--- config.mk ---
export PLATFORM = sky130hd
export DESIGN_NAME = fmul_norm_round
export DESIGN_NICKNAME = d
export VERILOG_FILES = /design/src/rtl/fpu_pkg.sv /design/src/rtl/fmul_rne_round.sv /design/src/rtl/fmul_norm_round.sv
export SDC_FILE = /design/constraint.sdc
export NUM_CORES = 1
export LEC_CHECK = 0
export CAP_MARGIN = 20
export CORE_MARGIN = 1.5
export CORE_UTILIZATION = 45
export DETAILED_ROUTE_END_ITERATION = 10
export PLACE_DENSITY = 0.71
export SYNTH_ARGS = -nofsm -noshare
export SYNTH_HDL_FRONTEND = slang
export SYNTH_HIERARCHICAL = 1
export SYNTH_SLANG_ARGS = --single-unit
--- constraint.sdc ---
create_clock -name clk -period 4 [get_ports clk]
set_input_delay 0.8 -clock clk [delete_from_list [all_inputs] [get_ports clk]]
set_output_delay 0.8 -clock clk [all_outputs]
set_load 0.05 [all_outputs]
--- src/rtl/fpu_pkg.sv ---
// Shared constants for the FPU datapath blocks.
package fpu_pkg;

    localparam int unsigned BIAS    = 127;
    localparam int unsigned EXP_MAX = 255;
    localparam int unsigned MANT_W  = 23;
    localparam int unsigned PROD_W  = 48;
    localparam int unsigned FLAG_W  = 3;

    localparam logic [31:0] QNAN = 32'h7FC0_0000;

    // Bit positions inside the {overflow, underflow, inexact} flag vector
    localparam int unsigned FLG_OVF = 2;
    localparam int unsigned FLG_UNF = 1;
    localparam int unsigned FLG_INX = 0;

endpackage

--- src/rtl/fmul_rne_round.sv ---
// Round-to-nearest-even on a normalized mantissa, with carry renormalization.
module fmul_rne_round
    import fpu_pkg::MANT_W;
#(
    parameter int unsigned EXP_W = 10
) (
    input  logic [MANT_W-1:0] mant,
    input  logic              guard,
    input  logic              sticky,
    input  logic [EXP_W-1:0]  exp,
    output logic [MANT_W-1:0] mant_c,
    output logic [EXP_W-1:0]  exp_c,
    output logic              inexact_c
);

    logic          round_up;
    logic [MANT_W:0] sum;

    // Increment on G with (S or odd LSB); a carry out means 1.111.. became 10.000..
    always_comb begin
        round_up  = guard & (sticky | mant[0]);
        sum       = {1'b0, mant} + (MANT_W+1)'(round_up);
        mant_c    = sum[MANT_W-1:0];
        exp_c     = sum[MANT_W] ? exp + EXP_W'(1) : exp;
        inexact_c = guard | sticky;
    end

endmodule

--- src/rtl/fmul_norm_round.sv ---
// Final multiplier stage: normalize (S1), round/range-check/pack (S2).
module fmul_norm_round
    import fpu_pkg::EXP_MAX;
    import fpu_pkg::QNAN;
    import fpu_pkg::MANT_W;
    import fpu_pkg::PROD_W;
    import fpu_pkg::FLAG_W;
    import fpu_pkg::FLG_OVF;
    import fpu_pkg::FLG_UNF;
    import fpu_pkg::FLG_INX;
#(
    parameter int unsigned EXP_W = 10,
    parameter int unsigned BIAS  = fpu_pkg::BIAS
) (
    input  logic              clk,
    input  logic              rst_n,
    input  logic              in_valid,
    output logic              in_ready,
    input  logic              in_sign,
    input  logic [EXP_W-1:0]  in_exp,
    input  logic [PROD_W-1:0] in_prod,
    input  logic              in_is_nan,
    input  logic              in_is_inf,
    input  logic              in_is_zero,
    output logic              out_valid,
    input  logic              out_ready,
    output logic [31:0]       out_result,
    output logic [FLAG_W-1:0] out_flags
);

    // Smallest exponent that no longer fits a finite binary32 value
    localparam logic signed [EXP_W-1:0] OVF_EXP  = EXP_W'(2 * BIAS + 1);
    localparam logic signed [EXP_W-1:0] ZERO_EXP = '0;

    // Stage 1 registers
    logic              s1_valid;
    logic              s1_sign;
    logic [EXP_W-1:0]  s1_exp;
    logic [MANT_W-1:0] s1_mant;
    logic              s1_guard;
    logic              s1_sticky;
    logic              s1_nan;
    logic              s1_inf;
    logic              s1_zero;

    // Stage 2 (output) valid
    logic              s2_valid;

    logic              s2_adv;
    logic              s1_adv;

    // Normalizer combinational outputs
    logic [EXP_W-1:0]  norm_exp_c;
    logic [MANT_W-1:0] norm_mant_c;
    logic              norm_guard_c;
    logic              norm_sticky_c;

    // Rounder and packer combinational outputs
    logic [MANT_W-1:0]       rnd_mant;
    logic signed [EXP_W-1:0] rnd_exp;
    logic                    rnd_inexact;
    logic [31:0]             pack_result_c;
    logic [FLAG_W-1:0]       pack_flags_c;

    // Pipeline advance conditions; in_ready is the S1 advance
    always_comb begin
        s2_adv   = out_ready | ~s2_valid;
        s1_adv   = s2_adv | ~s1_valid;
        in_ready = s1_adv;
    end

    // Normalize the 1.m x 1.m product into [1,2) and extract guard/sticky
    always_comb begin
        if (in_prod[PROD_W-1]) begin
            norm_mant_c   = in_prod[46:24];
            norm_guard_c  = in_prod[23];
            norm_sticky_c = |in_prod[22:0];
            norm_exp_c    = in_exp + EXP_W'(1);
        end else begin
            norm_mant_c   = in_prod[45:23];
            norm_guard_c  = in_prod[22];
            norm_sticky_c = |in_prod[21:0];
            norm_exp_c    = in_exp;
        end
    end

    // S1 register: capture the normalized beat when the stage advances
    always_ff @(posedge clk or negedge rst_n) begin
        if (!rst_n) begin
            s1_valid  <= 1'b0;
            s1_sign   <= 1'b0;
            s1_exp    <= '0;
            s1_mant   <= '0;
            s1_guard  <= 1'b0;
            s1_sticky <= 1'b0;
            s1_nan    <= 1'b0;
            s1_inf    <= 1'b0;
            s1_zero   <= 1'b0;
        end else if (s1_adv) begin
            s1_valid <= in_valid;
            if (in_valid) begin
                s1_sign   <= in_sign;
                s1_exp    <= norm_exp_c;
                s1_mant   <= norm_mant_c;
                s1_guard  <= norm_guard_c;
                s1_sticky <= norm_sticky_c;
                s1_nan    <= in_is_nan;
                s1_inf    <= in_is_inf;
                s1_zero   <= in_is_zero;
            end
        end
    end

    fmul_rne_round #(
        .EXP_W (EXP_W)
    ) u_round (
        .mant      (s1_mant),
        .guard     (s1_guard),
        .sticky    (s1_sticky),
        .exp       (s1_exp),
        .mant_c    (rnd_mant),
        .exp_c     (rnd_exp),
        .inexact_c (rnd_inexact)
    );

    // Special-case priority, then post-rounding range check, then pack
    always_comb begin
        pack_result_c = '0;
        pack_flags_c  = '0;
        if (s1_nan) begin
            pack_result_c = QNAN;
        end else if (s1_inf) begin
            pack_result_c = {s1_sign, 8'(EXP_MAX), 23'd0};
        end else if (s1_zero) begin
            pack_result_c = {s1_sign, 31'd0};
        end else if (rnd_exp >= OVF_EXP) begin
            pack_result_c          = {s1_sign, 8'(EXP_MAX), 23'd0};
            pack_flags_c[FLG_OVF]  = 1'b1;
            pack_flags_c[FLG_INX]  = 1'b1;
        end else if (rnd_exp <= ZERO_EXP) begin
            pack_result_c          = {s1_sign, 31'd0};
            pack_flags_c[FLG_UNF]  = 1'b1;
            pack_flags_c[FLG_INX]  = 1'b1;
        end else begin
            pack_result_c          = {s1_sign, rnd_exp[7:0], rnd_mant};
            pack_flags_c[FLG_INX]  = rnd_inexact;
        end
    end

    // S2 register: output holds while the consumer stalls
    always_ff @(posedge clk or negedge rst_n) begin
        if (!rst_n) begin
            s2_valid   <= 1'b0;
            out_result <= '0;
            out_flags  <= '0;
        end else if (s2_adv) begin
            s2_valid <= s1_valid;
            if (s1_valid) begin
                out_result <= pack_result_c;
                out_flags  <= pack_flags_c;
            end
        end
    end

    assign out_valid = s2_valid;

endmodule

* Yosys cells after proc, flatten, opt, wreduce, memory -nomap -nowiden
Index checks and enable logic that the tools add are counted.
** Storage, ports and cells
- Bits of input ports :: 66
- Register bits after elaboration :: 76
** Cells by class
- Magnitude comparators :: 2
- Bitwise operators :: 7
- Add/subtract/negate cells :: 3
- Reduce and logical (&&, ||, !) cells :: 4
- Mux-type cells :: 18
** Operator list (count)
- $mux 31 :: 4
- $mux 32 :: 1
- $add 23x1->24 :: 1
- $mux 23 :: 1
- $reduce_or 23->1 :: 1
- $reduce_or 22->1 :: 1
- $add 10x1->10 const B :: 2
- $mux 10 :: 2
- $ge 10x9->1 const B :: 1
- $le 10x1->1 const B :: 1
- $mux 3 :: 3
- $mux 1 :: 7
- $or 1x1->1 :: 4
- $reduce_and 2->1 :: 2
- $not 1->1 :: 2
- $and 1x1->1 :: 1

* Logic depth before layout (Yosys ltp)
- Word-level depth :: 10
- Depth in mapped cells :: 13
- Depth with buffers taken out :: 10

* Cells and area by module
Netlist, hierarchy kept.
** Modules (own cells, without submodules)
- fmul_norm_round :: seq. area each 1901.8 µm², times used 1, area an instance 3315.7 µm², cells each 301
- fmul_rne_round :: seq. area each 0.0 µm², times used 1, area an instance 713.2 µm², cells each 97

* Least setup slack after synthesis
OpenSTA, ideal clock, no wires.
- Path kind :: register to register
- From :: register s1_mant[0]
- To :: register out_result[10]
- Cell stages (with the launch flop) :: 14
- Path buffers :: 3
- Clock period less this slack :: 3.210 ns
- Path slack :: 0.790 ns
- Data arrival time :: 3.089 ns
- Setup time :: 0.121 ns
- Required time :: 3.879 ns
- Path through :: dfrtp_1 -> o21a_1 -> ha_1 -> nand3_1 -> or4_4 -> buf_6 -> buf_6 -> nor4_4 -> xor2_1 -> or4_4 -> nor4_4 -> nor4b_2 -> buf_6 -> a22o_1
** Between the ends
- Longest elaborated chain between the ends :: 10
- Elaborated cells between the ends (all ways) :: 11
- Those cells by class :: add/sub: 1; order compare: 2; mux: 6; bitwise: 2
** RTL lines
- start, declared :: line fmul_norm_round.sv:39 : logic [MANT_W-1:0] s1_mant;
- start signal, assigned :: line fmul_norm_round.sv:104 : s1_mant <= norm_mant_c;
- $or 1x1->1 :: line fmul_rne_round.sv:21 : round_up = guard & (sticky | mant[0]);
- $and 1x1->1 :: line fmul_rne_round.sv:21
- $add 23x1->24 * :: line fmul_rne_round.sv:22 : sum = {1'b0, mant} + (MANT_W+1)'(round_up);
- $mux 10 * :: line fmul_rne_round.sv:24 : exp_c = sum[MANT_W] ? exp + EXP_W'(1) : exp;
- named net rnd_exp[7] :: line fmul_norm_round.sv:60 : logic signed [EXP_W-1:0] rnd_exp;
- $le 10x1->1 :: line fmul_norm_round.sv:140 : end else if (rnd_exp <= ZERO_EXP) begin
- $mux 31 :: line fmul_norm_round.sv:140
- $mux 31 * :: line fmul_norm_round.sv:136 : end else if (rnd_exp >= OVF_EXP) begin
- $mux 31 * :: line fmul_norm_round.sv:134 : end else if (s1_zero) begin
- $mux 31 * :: line fmul_norm_round.sv:132 : end else if (s1_inf) begin
- $mux 32 * :: line fmul_norm_round.sv:130 : if (s1_nan) begin
- end signal, assigned :: line fmul_norm_round.sv:159 : out_result <= pack_result_c;
- end, declared :: line fmul_norm_round.sv:27 : output logic [31:0] out_result,
The timed path passes the listed nets; every way through them passes the cells marked *.
A chain may end at the register's enable or synchronous reset.

* Worst setup path after layout
- From :: register s1_mant[0]
- To :: register out_result[15]
The elaborated chain is that of the path after synthesis.

==> out/results.ini <==
[outcome]
outcome=complete, no violations

[critical_path]
cp.required_ns=4.23
r2r_cells=11
reg2reg_setup_slack_ns=0.35
worstSetupStartpointType=flip-flop
crit_fanout=15
r2r-start=s1_mant[0]
r2r_end=out_result[15]
arrival_ns=3.88
crit_path_end_kind=flip-flop
crit_type=reg2reg

[routing]
post_drt_wl_per_cell_um=15.0
wirelength_um=9140
drt.antenna.violating_nets=0
route.vias.total=3292
via_per_inst=5.41
drcViolationCount=0
dr.pass1.iters=4
drtIter0Drc=137

[sta]
finalCriticalPeriod_ns=3.65
setup_violations=0
fmax_mhz=274
hold_ws_ns=0.469
tightest_slew_ns=0.928
maxSlewViolCount=0
skew_ns=0.0120
period_share_pct=91.3
setup_slack_ns=0.348
slew_headroom_pct=38.1
rsz0062_at_grt=false
setup-tns-final_ns=0
finalHoldViolations=0

[floorplanning]
ios=103
die_area_sq_mm=0.00953
rows=34
start_util_pct=46.4
die_y_um=97.6
core_sq_mm=0.00868
dieWidth_um=97.6

[grt]
grt_pass1_vias=3308
antenna_found_initial=0
grt_pass1_wl_um=15700
grt_max_degree=77
grt_overflow=0
grt_usage_pct=20.2

[power]
p_switching_uw=675
power_frac_seq_pct=45.9
irDropWorstVdd_v=0.000158
leakage_uw=0.00227
p_per_area_mw_per_mm2=390
sw_frac_of_total_pct=32.5
p_comb_share_pct=25.7
intPower_uw=1400
clkPwrFrac_pct=28.5

[min_path]
hold_path_depth=2
hold_end=out_result[31]
hold_class=reg2reg
hold_start=out_result[31]

[synthesis]
synth_cell_types=41
synthArstFlopShare_pct=100
synth_edf_count=0
synth_area_sq_mm=0.00403
syn_nets=468
postSynthAreaPerCell_sq_um=10.1
ys_ff_latch=76
synth_ff_type=dfrtp_1
netlist_instances=398
ys_seq_area_share_pct=47.2
ys_warn_count=6

[finish]
syn2layout_area_growth_pct=32.3
final_util_pct=61.4
final_nets=566
drive_gt1_share_pct=8.18
num-fill-cells=764
antenna_cells=0
final_area_sq_mm=0.00533

[cts]
postCtsHoldBufs=0
clk_pin_slew_ns=0.08
cts_made_buffers=9
cts_root_buf=clkbuf_8
clk_latency_ns=0.34
cts_tree=built
cts.path.max_buffers=2
cts_setup_buffers=0
cts.sinks=76
cts_resized=0
htreeDepth=3

[place]
pre_cts_slack_ns=0.131
post_dp_cell_area_sq_mm=0.00511
portBuffers=102
routabilityCongestion=0.838
post-dp-hpwl_um=6950

[run]
drv_cap=0

how the worst max path moves through the flow:
stage                           from        endpoint  slack, ns  cells past startpoint
after floorplan           s1_mant[0]  out_result[10]       0.79                     13
after global placement     s1_sticky  out_result[13]       0.34                     10
after detailed placement  s1_mant[0]  out_result[10]       0.13                     10
after CTS                 s1_mant[0]  out_result[10]       0.12                     10
after global routing      s1_mant[0]  out_result[21]        0.1                     11
final                     s1_mant[0]  out_result[15]       0.35                     11
layer usage:
layer  part of all wire [%]  vias to the layer above  global-route usage [%]  wire [um]
met3                    4.8                       10                    3.96        437
met1                     47                     1572                    27.1       4260
met5                      0                        -                       0          0
met2                     47                       92                    33.0       4330
met4                    1.3                        0                    6.81        121
li1                       -                     1618                       -          -
flip-flops by register name, summed over array words and instances, names as in the netlist, 3 cells and up:
signal,cells
out_result,32
out_flags,3
s1_exp,10
s1_mant,23
cell usage after synthesis (all sizes together) (3+ instances only):
cell type,n,share of area (%)
buf,8,1.6
dfrtp,76,47
or4,3,0.75
nor2,18,1.7
o21ai,43,5.3
nor3,6,0.87
nand2,62,5.8
xor2,23,5.0
a22o,22,4.8
nand4,11,2.2
and4,4,0.87
and2,3,0.47
nand2b,3,0.47
nand3b,3,0.56
nand3,10,1.2
mux2i,25,6.2
a21oi,8,0.99
nor4,15,3.6
ha,4,1.2
mux2,5,1.5
xnor2,16,3.5
and3,5,0.78
clkbuf,13,1.2
cell type report:
class | instances | area (sq um) | area share, %
clock buffer | 12 | 155 | 2.91
timing repair buffer | 108 | 1060 | 19.9
inverter | 2 | 7.51 | 0.141
sequential | 76 | 1900 | 35.7
clock inverter | 4 | 47.5 | 0.892
tap | 108 | 135 | 2.54
multi-input combinational | 299 | 2020 | 37.9
power by group through the flow:
stage / sequential (uW) / clock, uW / combinational [uW]
3_3_place_gp: 962 / 0 / 526
6_report: 954 / 592 / 534
2_1_floorplan: 1070 / 0 / 213
4_1_cts: 953 / 604 / 539
3_5_place_dp: 968 / 0 / 538
5_1_grt: 968 / 639 / 580
critical path, stage by stage (launching register included):
cell     delay (ns)
dfrtp_1        0.39
o21a_1         0.13
ha_1           0.16
nand3_1        0.23
or4_4          0.62
nor4_1         0.39
xor2_1         0.18
or4_4          0.57
nor4_4         0.36
nor4b_4        0.15
buf_6          0.18
a22o_1         0.19
stage by stage:
step                      power (uW)  std cells
after floorplan                 1280        398
after global placement          1490        592
after detailed placement        1510        592
after CTS                       2100        608
after global routing            2190        609
final                           2080        609
cells in the final DEF, fill, tap and decap left out, drive strengths merged, types with 8 or more instances in the layout:
| master | instances |
|---|---|
| a21oi | 8 |
| a22o | 22 |
| buf | 8 |
| clkbuf | 12 |
| clkdlybuf4s50 | 100 |
| dfrtp | 76 |
| mux2i | 25 |
| nand2 | 62 |
| nand3 | 10 |
| nand4 | 11 |
| nor2 | 18 |
| nor4 | 15 |
| o21ai | 43 |
| xnor2 | 16 |
| xor2 | 23 |
logic make-up (layout without fill, tap and decap cells):
group | after synthesis | after routing | share of synthesized area, %
buffers and inverters | 23 | 126 | 2.95
multiplexers | 30 | 30 | 7.70
adder cells (fa/ha/maj) | 4 | 4 | 1.24
AO/OA/AOI/OAI | 79 | 79 | 12.3
AND/OR/NAND/NOR | 147 | 147 | 20.1
XOR/XNOR | 39 | 39 | 8.48
flip-flops | 76 | 76 | 47.2
Note: power is estimated with default switching activity, not from simulation.
